==> config.mk <==
export PLATFORM = sky130hd
export DESIGN_NAME = led_target_ctrl
export DESIGN_NICKNAME = d
export VERILOG_FILES = /design/src/rtl/game_pkg.sv /design/src/rtl/sw_edge_sync.sv /design/src/rtl/led_target_ctrl.sv
export SDC_FILE = /design/constraint.sdc
export NUM_CORES = 1
export LEC_CHECK = 0
export ABC_AREA = 1
export BUFFER_PORTS_ARGS = -buffer_cell sky130_fd_sc_hd__buf_2
export CAP_MARGIN = 20
export CORE_MARGIN = 1.5
export CORE_UTILIZATION = 33
export CTS_CLUSTER_SIZE = 12
export DETAILED_ROUTE_END_ITERATION = 10
export SLEW_MARGIN = 15
export SYNTH_ARGS = -nofsm -noshare
export SYNTH_HDL_FRONTEND = slang
export SYNTH_SLANG_ARGS = --single-unit
==> constraint.sdc <==
create_clock -name i_clk -period 8.55 [get_ports i_clk]
set_input_delay 1.2825 -clock i_clk [delete_from_list [all_inputs] [get_ports i_clk]]
set_output_delay 1.2825 -clock i_clk [all_outputs]
set_load 0.005 [all_outputs]
==> src/rtl/game_pkg.sv <==
// rtl/game_pkg.sv - shared encodings, widths and score helpers for the LED target game
package game_pkg;

  typedef enum logic [1:0] {
    LVL_SLOW = 2'b00,
    LVL_MED  = 2'b01,
    LVL_FAST = 2'b10,
    LVL_RSVD = 2'b11
  } level_e;

  localparam int IDX_W   = 5;
  localparam int TIMER_W = 6;
  localparam int SCORE_W = 8;

  function automatic logic [5:0] popcount32(input logic [31:0] v);
    logic [5:0] n;
    n = '0;
    for (int i = 0; i < 32; i++) n = n + {5'b0, v[i]};
    return n;
  endfunction

  // One extra bit of headroom catches the carry out; 255 + 32 still fits
  function automatic logic [SCORE_W-1:0] sat_add(input logic [SCORE_W-1:0] a,
                                                 input logic [5:0] b);
    logic [SCORE_W:0] s;
    s = {1'b0, a} + {{(SCORE_W-5){1'b0}}, b};
    return s[SCORE_W] ? {SCORE_W{1'b1}} : s[SCORE_W-1:0];
  endfunction

endpackage

==> src/rtl/sw_edge_sync.sv <==
// rtl/sw_edge_sync.sv - two-flop synchroniser with rising-edge detect for raw switches
module sw_edge_sync #(
  parameter int WIDTH = 18
) (
  input  logic             i_clk,
  input  logic             i_rst,
  input  logic [WIDTH-1:0] i_async,
  output logic [WIDTH-1:0] o_rise
);

  logic [WIDTH-1:0] r_sync1;
  logic [WIDTH-1:0] r_sync2;
  logic [WIDTH-1:0] r_prev;

  always_ff @(posedge i_clk or posedge i_rst) begin
    if (i_rst) begin
      r_sync1 <= '0;
      r_sync2 <= '0;
      r_prev  <= '0;
    end else begin
      r_sync1 <= i_async;
      r_sync2 <= r_sync1;
      r_prev  <= r_sync2;
    end
  end

  assign o_rise = r_sync2 & ~r_prev;

endmodule

==> src/rtl/led_target_ctrl.sv <==
// rtl/led_target_ctrl.sv - lights requested LEDs as timed targets and scores hits/expiries
module led_target_ctrl
  import game_pkg::*;
#(
  parameter int LED_COUNT   = 18,
  parameter int TICK_CYCLES = 5_000_000,
  parameter int LIFE0       = 30,
  parameter int LIFE1       = 15,
  parameter int LIFE2       = 8
) (
  input  logic                 i_clk,
  input  logic                 i_rst,
  input  logic                 i_clear,
  input  logic [1:0]           i_level,
  input  logic                 i_led_request,
  input  logic [IDX_W-1:0]     i_led_index,
  input  logic [LED_COUNT-1:0] i_sw,
  output logic [LED_COUNT-1:0] o_leds,
  output logic                 o_hit_pulse,
  output logic                 o_miss_pulse,
  output logic                 o_wrong_pulse,
  output logic [SCORE_W-1:0]   o_hit_count,
  output logic [SCORE_W-1:0]   o_miss_count
);

  localparam int PRE_W = (TICK_CYCLES > 1) ? $clog2(TICK_CYCLES) : 1;

  logic [PRE_W-1:0]     r_presc;
  logic [LED_COUNT-1:0] r_leds;
  logic [TIMER_W-1:0]   r_timer [LED_COUNT];
  logic                 r_hit_pulse;
  logic                 r_miss_pulse;
  logic                 r_wrong_pulse;
  logic [SCORE_W-1:0]   r_hit_count;
  logic [SCORE_W-1:0]   r_miss_count;

  logic                 w_tick;
  logic [TIMER_W-1:0]   w_life;
  logic [LED_COUNT-1:0] w_rise;
  logic [LED_COUNT-1:0] w_hit;
  logic [LED_COUNT-1:0] w_exp;
  logic [LED_COUNT-1:0] w_wrong;
  logic [LED_COUNT-1:0] w_leds_n;
  logic [TIMER_W-1:0]   w_timer_n [LED_COUNT];

  sw_edge_sync #(
    .WIDTH (LED_COUNT)
  ) u_sw_sync (
    .i_clk   (i_clk),
    .i_rst   (i_rst),
    .i_async (i_sw),
    .o_rise  (w_rise)
  );

  assign w_tick = (r_presc == PRE_W'(TICK_CYCLES - 1));

  always_comb begin
    case (i_level)
      LVL_MED:  w_life = TIMER_W'(LIFE1);
      LVL_FAST: w_life = TIMER_W'(LIFE2);
      default:  w_life = TIMER_W'(LIFE0);
    endcase
  end

  // All decisions use the pre-edge lit state, so a hit on a lit LED also
  // blocks a same-cycle request to it and always wins over its expiry.
  always_comb begin
    w_leds_n = r_leds;
    w_hit    = '0;
    w_exp    = '0;
    w_wrong  = '0;
    for (int i = 0; i < LED_COUNT; i++) begin
      w_timer_n[i] = r_timer[i];
      w_hit[i]     = w_rise[i] & r_leds[i];
      w_wrong[i]   = w_rise[i] & ~r_leds[i];
      w_exp[i]     = w_tick & r_leds[i] & (r_timer[i] == TIMER_W'(1)) & ~w_hit[i];
      if (w_tick && r_leds[i]) w_timer_n[i] = r_timer[i] - TIMER_W'(1);
      if (w_hit[i] || w_exp[i]) w_leds_n[i] = 1'b0;
      if (i_led_request && (i_led_index == IDX_W'(i)) && !r_leds[i]) begin
        w_leds_n[i]  = 1'b1;
        w_timer_n[i] = w_life;
      end
    end
  end

  always_ff @(posedge i_clk or posedge i_rst) begin
    if (i_rst) begin
      r_presc       <= '0;
      r_leds        <= '0;
      r_hit_pulse   <= 1'b0;
      r_miss_pulse  <= 1'b0;
      r_wrong_pulse <= 1'b0;
      r_hit_count   <= '0;
      r_miss_count  <= '0;
      for (int i = 0; i < LED_COUNT; i++) r_timer[i] <= '0;
    end else if (i_clear) begin
      r_presc       <= '0;
      r_leds        <= '0;
      r_hit_pulse   <= 1'b0;
      r_miss_pulse  <= 1'b0;
      r_wrong_pulse <= 1'b0;
      r_hit_count   <= '0;
      r_miss_count  <= '0;
      for (int i = 0; i < LED_COUNT; i++) r_timer[i] <= '0;
    end else begin
      r_presc       <= w_tick ? '0 : r_presc + PRE_W'(1);
      r_leds        <= w_leds_n;
      r_hit_pulse   <= |w_hit;
      r_miss_pulse  <= |w_exp;
      r_wrong_pulse <= |w_wrong;
      r_hit_count   <= sat_add(r_hit_count, popcount32(32'(w_hit)));
      r_miss_count  <= sat_add(r_miss_count, popcount32(32'(w_exp)));
      for (int i = 0; i < LED_COUNT; i++) r_timer[i] <= w_timer_n[i];
    end
  end

  assign o_leds        = r_leds;
  assign o_hit_pulse   = r_hit_pulse;
  assign o_miss_pulse  = r_miss_pulse;
  assign o_wrong_pulse = r_wrong_pulse;
  assign o_hit_count   = r_hit_count;
  assign o_miss_count  = r_miss_count;

endmodule

### Word level (Yosys, flattened, before mapping)

Index checks and enable logic that the tools add are counted.

* add/sub/neg operators: 55
* equal/unequal tests: 38
* muxes and demuxes: 84
* bitwise gates (word level): 128
* reductions and logical operators: 130

Operators with widths (number)
* $mux W6: 36
* $add A6 B1 Y6: 24
* $eq A6 B1 Y1 const B: 18
* $mux W108: 1
* $reduce_bool A3 Y1: 36
* $sub A6 B1 Y6 const B: 18
* $and A1 B1 Y1: 90
* $logic_and A1 B1 Y1: 54
* $reduce_or A18 Y1: 3
* $mux W23: 2
* $eq A5 B4 Y1 const B: 8
* $mux W1: 39
* $not A1 Y1: 36
* $mux W8: 4
* $add A23 B1 Y23 const B: 1
* $eq A23 B23 Y1 const B: 1
* $eq A5 B3 Y1 const B: 4
* $add A8 B6 Y9: 2
* $and A18 B18 Y18: 1
* $logic_not A1 Y1: 18
* $logic_or A1 B1 Y1: 18
* $mux W18: 1
* $not A18 Y18: 1
* $add A5 B1 Y6: 2
* 11 further kinds: 17

* flip-flop bits (word level): 222
* bits of input ports: 29
* output and inout bits: 37

### Longest topological paths before layout

Gate-level depths: netlist of the first run.

* word-level depth: 25
* mapped depth: 29
* gate-level depth less buffers: 28

### By module

Synthesis of the first run repeated with hierarchy kept, for this count alone.

* cells, all modules: 1530
* area, all modules: 12901.1 um^2

By module, submodules not included
* led_target_ctrl: instances 1, cells an instance 1439, area each 11365.9 um^2
* sw_edge_sync: instances 1, cells an instance 91, area each 1535.2 um^2

### Least setup slack after synthesis of the first run

No wires, ideal clock.

* path kind: register -> register
* start point: register r_presc[0]
* end point: register r_miss_count[7] (netlist: o_miss_count[7])
* library setup time: 0.113 ns
* data arrival time: 5.710 ns
* data required time: 8.437 ns
* slack: 2.726 ns
* cell stages (with the launch flop): 29
* clock period less this slack: 5.824 ns
* cells stage by stage: dfrtp_1 -> ha_1 -> nand3_2 -> nor2_1 -> nand2_1 -> nor2_4 -> buf_6 -> nand4_1 -> nor2_1 -> inv_1 -> fa_1 -> inv_1 -> fa_1 -> inv_1 -> fa_1 -> fa_1 -> inv_1 -> fa_1 -> fa_1 -> fa_1 -> nand3_1 -> and3_1 -> o21bai_1 -> a21oi_1 -> nor2_1 -> a21oi_1 -> o21ai_0 -> nand2_1 -> inv_1

* longest elaborated chain between the ends: 24

RTL lines
* start, declared: line led_target_ctrl.sv:28 `logic [PRE_W-1:0] r_presc;`
* start signal, assigned: line led_target_ctrl.sv:106 `r_presc <= w_tick ? '0 : r_presc + PRE_W'(1);`
* $eq A23 B23 Y1 (*): line led_target_ctrl.sv:55 `assign w_tick = (r_presc == PRE_W'(TICK_CYCLES - 1));`
* $and A1 B1 Y1 (3 in a row): line led_target_ctrl.sv:76 `w_exp[i] = w_tick & r_leds[i] & (r_timer[i] == TIMER_W'(1)) & ~w_hit[i];`
* $add A1 B1 Y2: line game_pkg.sv:18 `for (int i = 0; i < 32; i++) n = n + {5'b0, v[i]};`
* $add A2 B1 Y3: line game_pkg.sv:18
* $add A3 B1 Y4: line game_pkg.sv:18
* $add A4 B1 Y5: line game_pkg.sv:18
* $add A5 B1 Y6: line game_pkg.sv:18
* $add A6 B1 Y6 (11 in a row): line game_pkg.sv:18
* $add A6 B1 Y6 (*): line game_pkg.sv:18
* $add A8 B6 Y9 (*): line game_pkg.sv:26 `s = {1'b0, a} + {{(SCORE_W-5){1'b0}}, b};`
* $mux W8 (*): line game_pkg.sv:27 `return s[SCORE_W] ? {SCORE_W{1'b1}} : s[SCORE_W-1:0];`
* $mux W8 (*): line led_target_ctrl.sv:96 `end else if (i_clear) begin`
* end signal, assigned: line led_target_ctrl.sv:112 `r_miss_count <= sat_add(r_miss_count, popcount32(32'(w_exp)));`
* end, declared: line led_target_ctrl.sv:35 `logic [SCORE_W-1:0] r_miss_count;`

Mark *: on every way between the ends. The rest lies on a longest branch, timed or not.
A chain may end at the register's enable or synchronous reset.

### Worst setup path in the final report of the first run

Ends and elaborated chain as after synthesis.

==> out/results.tsv, run 1 <==
stage	metric	value	unit
sta	final setup vio count	0	
final_layout	post-route cell area	0.01449	sq mm
yosys	Mapped Cells	1483	
yosys	Synth top area share	0.4393	
die	Ports	66	
critical_path	Setup CP Type	reg -> reg	
yosys	Post-synth EDFFs	0	
status	status	complete, no violations	
sta	period utilisation layout	0.7778	
sta	Fin Setup TNS	0	ps
clock_network	H-Tree Depth	1	
detailed_routing	Vias/cell	5.067	
yosys	Cell Area, Synth	0.01265	sq mm
clock_network	Setup Fix Bufs, Post-CTS	0	
critical_path	r2r worst-path depth	27	
sta	hold_ws	346.4	ps
detailed_routing	# DRC	0	
critical_path	critical path's most frequent cell	fa_1	
yosys	Synth Area in Compound Gates	0.1487	
min_path	WHS Path Cells	0	
critical_path	slowest cell delay on critical path	550	ps
yosys	count leader, synth	inv_1	
power	Comb power frac	0.200	
die	FP Rows	71	
die	chip width	198.8	um
yosys	#FFs+latches synth	222	
clock_network	# hold bufs at CTS	0	
die	die area	0.03950	sq mm
detailed_routing	Detail Route Antenna Nets	0	
clock_network	CTS Buffer Depth	3	
critical_path	setup slack, reg-to-reg	1900	ps
critical_path	Startpoint Class	register	
place	Placed Area	0.01356	sq mm
yosys	Post-Synth Simple-Gate Area	0.2068	
sta	post-layout min period	6650	ps
power	Power Dens Cells	204.3	mW/mm^2
critical_path	Critical Path RT	8980	ps
clock_network	clk slew on worst S/H paths	60	ps
die	initial core utilization	0.3357	
place	RePlAce Congestion	0.8964	
detailed_routing	Via Count	10610	
yosys	Synth Net Count	1603	
critical_path	Worst Setup End Kind	register	
clock_network	TritonCTS clock tree	done	
grt	GRT Util Overall	0.1717	
place	Buffers on Ports	65	
yosys	Mean Syn Cell Area	8.527	sq um
sta	RSZ-0062 raised after global routing	no	
yosys	synth top area cells	dfrtp_1 44%, inv_1 7.7%, ha_1 6.4%	
power	Internal Power	2.049	mW
yosys	Seq/Total Area, Yosys	0.4393	
min_path	WHS Endpoint	u_sw_sync.r_sync2[3]	
sta	Slew Limit Headroom	0.3279	
sta	Slew @ Worst Pin	1002	ps
detailed_routing	detailed-route wire length per cell	15.77	um
clock_network	clk_lat worst skew	550	ps
yosys	number of distinct library cells after synthesis	45	
critical_path	Crit path max-delay family	adder cells	
sta	clk_skew	23.89	ps
final_layout	Diodes inserted	0	
power	sw frac	0.3075	
clock_network	CTS Buf Count	26	
grt	largest net degree at the start of global routing	78	
detailed_routing	drt total wl	33010	um
power	VDD IR max	0.1613	mV
critical_path	Worst Path Max Fanout	21	
die	die height	198.8	um
yosys	Synth async-reset ratio	1.000	
sta	f_max	0.1504	GHz
critical_path	CP Buf/Inv Count	5	
final_layout	Area growth syn-to-layout	14.55	%
critical_path	Worst path slowest cell	fa_1	
power	Leakage	7.046	nW
yosys	Post-synth top cells	259 x inv_1, 222 x dfrtp_1, 204 x nand2_1	
final_layout	share of cells above drive strength 1	0.1156	
sta	fin. max-slew vios	0	
grt	first-pass GRT wire length	53920	um
critical_path	RR Startpoint	r_presc[0]	
critical_path	worst flop-to-flop path endpoint	o_miss_count[7]	
power	Switch Pwr	0.9098	mW
power	Clock power frac	0.376	
yosys	Post-Synth XOR/XNOR Area	0.01177	
clock_network	Root Driver	clkbuf_16	
clock_network	post-CTS sizing	0	
final_layout	NumNets Final	1684	
grt	gr ovfl total	0	
yosys	Synth area leader	dfrtp_1	
detailed_routing	Iter 0 DRT Violations	864	
sta	Fin. Hold Viols	0	
yosys	Synthesis Warnings	0	
yosys	area share of fa/ha/maj cells after synthesis	0.1055	
place	dpl hpwl	23930	um
job	max cap viols	0	
die	CORE AREA	0.03767	sq mm
min_path	Hold Path Class	reg -> reg	
yosys	largest family of logic cells by synthesized area	simple AND/OR/NAND/NOR gates	
detailed_routing	First-pass DRT Iterations	8	
power	Sequential Power Share	0.425	
grt	initial antenna violation count	0	
yosys	ys flop type	dfrtp_1	
min_path	Hold Crit Start	u_sw_sync.r_sync1[3]	
grt	vias in the first global route	10490	
critical_path	CP arrival	7080	ps
clock_network	CTS sink cnt	222	
yosys	post-synthesis mux area share	0	
==> worst max path at each step <==
stage	startpoint	depth (start not counted)	end
after global placement	r_presc[0]	27	o_miss_count[7]
after detailed placement	r_presc[0]	27	o_miss_count[7]
after CTS	r_presc[0]	27	o_miss_count[7]
after global routing	r_presc[0]	27	o_miss_count[7]
after floorplan	i_rst	1	o_hit_count[0]
final	r_presc[0]	27	o_miss_count[7]
==> cell usage in the layout, fill, tap and decap left out, types with 18 or more instances in the layout <==
master	Yosys	final
ha_1	65	65
fa_1	26	26
nand2_2	18	18
nand3_1	93	93
buf_2	1	65
clkbuf_16	0	26
inv_1	259	258
nor3_1	42	42
nand4_1	18	18
o21ai_0	111	111
dfrtp_1	222	222
nand2_1	204	204
o311ai_0	20	20
a31oi_1	22	22
nor2_1	115	115
o22ai_1	21	21
a21oi_1	81	81
==> kinds of logic after synthesis <==
group                      count (synthesis)
buffers and inverters                    290
AOI/OAI and AO/OA                        316
adders and majority gates                 91
DFF                                      222
and+or+nand+nor                          547
xor gates and xnor gates                  17
==> per-layer routing <==
layer | wire [um] | share of wire | vias up | GRT usage
met5 | 0 | 0 | - | 0
met4 | 993 | 0.030 | 0 | 0.05499
met3 | 2304 | 0.070 | 66 | 0.03917
met2 | 15320 | 0.46 | 274 | 0.2792
met1 | 14390 | 0.44 | 5130 | 0.2258
li1 | - | - | 5140 | -
==> power groups by stage <==
stage | combinational, mW | clock, mW | sequential, mW
after floorplan | 0.450 | 0 | 1.25
after global placement | 0.567 | 0 | 1.27
after detailed placement | 0.582 | 0 | 1.27
after CTS | 0.586 | 1.14 | 1.26
after global routing | 0.681 | 1.19 | 1.27
final | 0.591 | 1.11 | 1.26
==> flip-flops by register name, summed over array words and instances, names as in the netlist, 8 cells and up <==
register           flops
r_presc               23
u_sw_sync.r_sync1     18
o_hit_count            8
r_timer              108
u_sw_sync.r_prev      18
o_miss_count           8
u_sw_sync.r_sync2     18
o_leds                18
==> final cells by class <==
cell class | instances | area, sq um
Timing Repair Buffer | 73 | 425.4
Fill cell | 3827 | 23180
Sequential cell | 222 | 5555
Inverter | 270 | 1021
Tap cell | 511 | 639.4
Multi-Input combinational cell | 971 | 5978
Clock inverter | 7 | 73.82
Clock buffer | 40 | 793.3
==> per-stage QoR <==
stage	utilization	setup slack, ps	power, mW	cells
3_3_place_gp	0.3601	2129	1.837	2045
4_1_cts	0.3831	1910	2.986	2092
2_1_floorplan	-	1190	1.704	1483
6_report	0.3846	1900	2.959	2094
5_1_grt	0.3846	1461	3.138	2094
3_5_place_dp	0.3601	1963	1.855	2045
No activity file was read; power rests on OpenSTA's default activity.
==> run 2, diff against run 1 <==
Settings changed: ABC_AREA 1 to 0.
Clock period 8.55 ns to 6.8 ns, I/O delays scaled along.
==> run 2 against run 1 <==
Clock skew is 8.0 ps lower. Flip-flop and latch count did not move. Critical path depth down 6. Sequential share of layout area up 0.95 points. First-iteration DRC count decreased by 26%. Hold slack lost 2.1 ps. Critical path type unchanged.
==> out/results.tsv, run 2 <==
stage	metric	value	unit
clock_network	clk_lat worst skew	530	ps
die	die area	0.03906	sq mm
critical_path	slowest cell delay on critical path	550	ps
final_layout	max reg flops	108	
final_layout	Largest Register	r_timer	
grt	gr ovfl total	0	
detailed_routing	First-pass DRT Iterations	5	
final_layout	Largest regs	r_timer: 108 flops, r_presc: 23 flops	
yosys	#FFs+latches synth	222	
power	Clock power frac	0.465	
critical_path	worst flop-to-flop path endpoint	o_miss_count[3]	
grt	GRT Util Overall	0.1701	
status	status	complete, no violations	
detailed_routing	Detail Route Antenna Nets	0	
clock_network	clk slew on worst S/H paths	60	ps
yosys	Mean Syn Cell Area	9.874	sq um
final_layout	share of cells above drive strength 1	0.1136	
critical_path	setup slack, reg-to-reg	300	ps
clock_network	H-Tree Depth	1	
sta	Fin. Hold Viols	0	
sta	fin. max-slew vios	0	
yosys	Post-synth EDFFs	0	
yosys	ys flop type	dfrtp_1	
detailed_routing	Via Count	9598	
grt	first-pass GRT wire length	53010	um
critical_path	CP cell instances	nor4b_1, and4_2, and2_4, and4_1, nand2_1, fa_1, inv_1, fa_1, inv_1, fa_1, fa_1, inv_1, fa_1, fa_1, fa_1, a21o_1, a21oi_1, o21bai_1, a21oi_1, nand3b_1, a21oi_1	
grt	initial antenna violation count	0	
yosys	number of distinct library cells after synthesis	62	
sta	Slew Limit Headroom	0.3691	
critical_path	RR Startpoint	r_presc[13]	
final_layout	commonest non-fill, non-tap cell in the layout	dfrtp_1	
yosys	count leader, synth	dfrtp_1	
detailed_routing	drt total wl	32370	um
sta	post-layout min period	6498	ps
power	VDD IR max	0.1820	mV
yosys	Seq/Total Area, Yosys	0.4444	
detailed_routing	detailed-route wire length per cell	17.67	um
job	max cap viols	0	
place	RePlAce Congestion	0.8670	
power	Power Dens Cells	200.2	mW/mm^2
critical_path	Worst path slowest cell	fa_1	
sta	period utilisation layout	0.9556	
critical_path	Worst Path Max Fanout	8	
detailed_routing	Vias/cell	5.239	
yosys	Post-synth top cells	222 x dfrtp_1, 164 x nor2_1, 73 x inv_1	
die	FP Rows	71	
sta	f_max	0.1539	GHz
final_layout	NumNets Final	1427	
final_layout	most frequent cells in the layout	222 x dfrtp_1, 164 x nor2_1, 72 x inv_1, 68 x a21oi_1	
clock_network	TritonCTS clock tree	done	
clock_network	# hold bufs at CTS	0	
place	Buffers on Ports	65	
critical_path	crit path launch	r_presc[13]	
sta	hold_ws	344.2	ps
yosys	Synthesis Warnings	0	
die	chip width	197.6	um
power	Comb power frac	0.052	
critical_path	Worst Setup End Kind	register	
power	Internal Power	2.161	mW
place	dpl hpwl	22410	um
final_layout	Area growth syn-to-layout	13.07	%
clock_network	Root Driver	clkbuf_16	
clock_network	CTS Buffer Depth	3	
power	sw frac	0.2362	
sta	clk_skew	15.87	ps
yosys	Synth top area share	0.4444	
die	Ports	66	
place	Placed Area	0.01332	sq mm
final_layout	Diodes inserted	0	
die	initial core utilization	0.3335	
yosys	Cell Area, Synth	0.01250	sq mm
grt	largest net degree at the start of global routing	104	
min_path	Hold Crit Start	u_sw_sync.r_sync1[14]	
critical_path	critical path's most frequent cell	fa_1	
critical_path	CP arrival	6860	ps
sta	final setup vio count	0	
grt	vias in the first global route	9824	
power	Switch Pwr	0.6684	mW
power	Leakage	6.231	nW
detailed_routing	# DRC	0	
die	die height	197.6	um
sta	Slew @ Worst Pin	933.2	ps
clock_network	CTS Buf Count	26	
critical_path	r2r worst-path depth	21	
min_path	WHS Path Cells	0	
yosys	Synth Net Count	1386	
yosys	Synth async-reset ratio	1.000	
final_layout	Fillers	3822	
min_path	Hold Path Class	reg -> reg	
detailed_routing	Iter 0 DRT Violations	640	
min_path	WHS Endpoint	u_sw_sync.r_sync2[14]	
critical_path	Startpoint Class	register	
yosys	Mapped Cells	1266	
yosys	synth top area cells	dfrtp_1 44%, ha_1 6.5%, nor2_1 4.9%	
final_layout	post-route cell area	0.01413	sq mm
power	Sequential Power Share	0.484	
critical_path	Critical Path RT	7170	ps
die	CORE AREA	0.03749	sq mm
critical_path	Setup CP Type	reg -> reg	
yosys	Synth area leader	dfrtp_1	
clock_network	CTS sink cnt	222	
==> run 2: through the flow <==
stage                     power, mW  utilization  TNS, ps  setup WS [ps]  cells
after floorplan               1.480            -        0          395.0   1266
after global placement        1.538       0.3554        0          330.9   1788
after detailed placement      1.540       0.3554        0          199.3   1788
after CTS                     2.869       0.3765        0          156.8   1830
after global routing          2.940       0.3770   -1.913         -1.913   1832
final                         2.830       0.3770        0          301.9   1832
==> run 2: area by class of cell <==
class / count / area [sq um] / area share
Multi-Input combinational cell: 898 / 6369 / 0.4506
Inverter: 73 / 277.8 / 0.01965
Clock inverter: 3 / 21.27 / 0.001505
Tap cell: 511 / 639.4 / 0.04523
Sequential cell: 222 / 5555 / 0.3930
Timing Repair Buffer: 86 / 501.7 / 0.03550
Clock buffer: 39 / 770.7 / 0.05453
==> run 2: cells by family after synthesis <==
kind of cell,Yosys count,share of synthesized area
flops,222,0.4444
simple gates,490,0.2141
fa+ha+maj,91,0.1067
xor+xnor,98,0.06866
compound gates,210,0.1123
buf+inv,146,0.04644
mux,9,0.007407
==> run 2: worst max path at each step <==
stage	cells past startpoint	to	slack [ps]
6_report	21	o_miss_count[3]	300
5_1_grt	21	o_miss_count[3]	-2
4_1_cts	23	o_miss_count[6]	160
3_5_place_dp	22	o_miss_count[3]	200
3_3_place_gp	20	o_miss_count[0]	330
2_1_floorplan	23	o_miss_count[0]	390
==> run 2: timing repair <==
item                                    4_1_cts  5_1_grt
resized for setup                             0        2
endpoints found under the setup margin        0        8
buffers inserted                              0        2
==> run 2: worst max-delay path, delay by kind of cell, from the launching register on <==
family | cells | cell delay [ps]
AO/OA/AOI/OAI | 5 | 820
adder cells (fa/ha/maj) | 7 | 3440
buffers and inverters | 3 | 160
flip-flops | 1 | 430
AND/OR/NAND/NOR | 6 | 1460
==> run 2: per-layer routing <==
layer,vias to the layer above,part of all wire,track usage
met5,-,0,0
met4,0,0.026,0.05089
met3,47,0.053,0.02544
met2,241,0.46,0.2774
met1,4759,0.46,0.2332
li1,4551,-,-
==> run 2: power by group through the flow <==
stage	registers [mW]	clock network [mW]	logic [mW]
final	1.37	1.32	0.146
after global routing	1.37	1.40	0.164
after CTS	1.37	1.35	0.149
after detailed placement	1.39	0	0.148
after global placement	1.39	0	0.147
after floorplan	1.38	0	0.0952
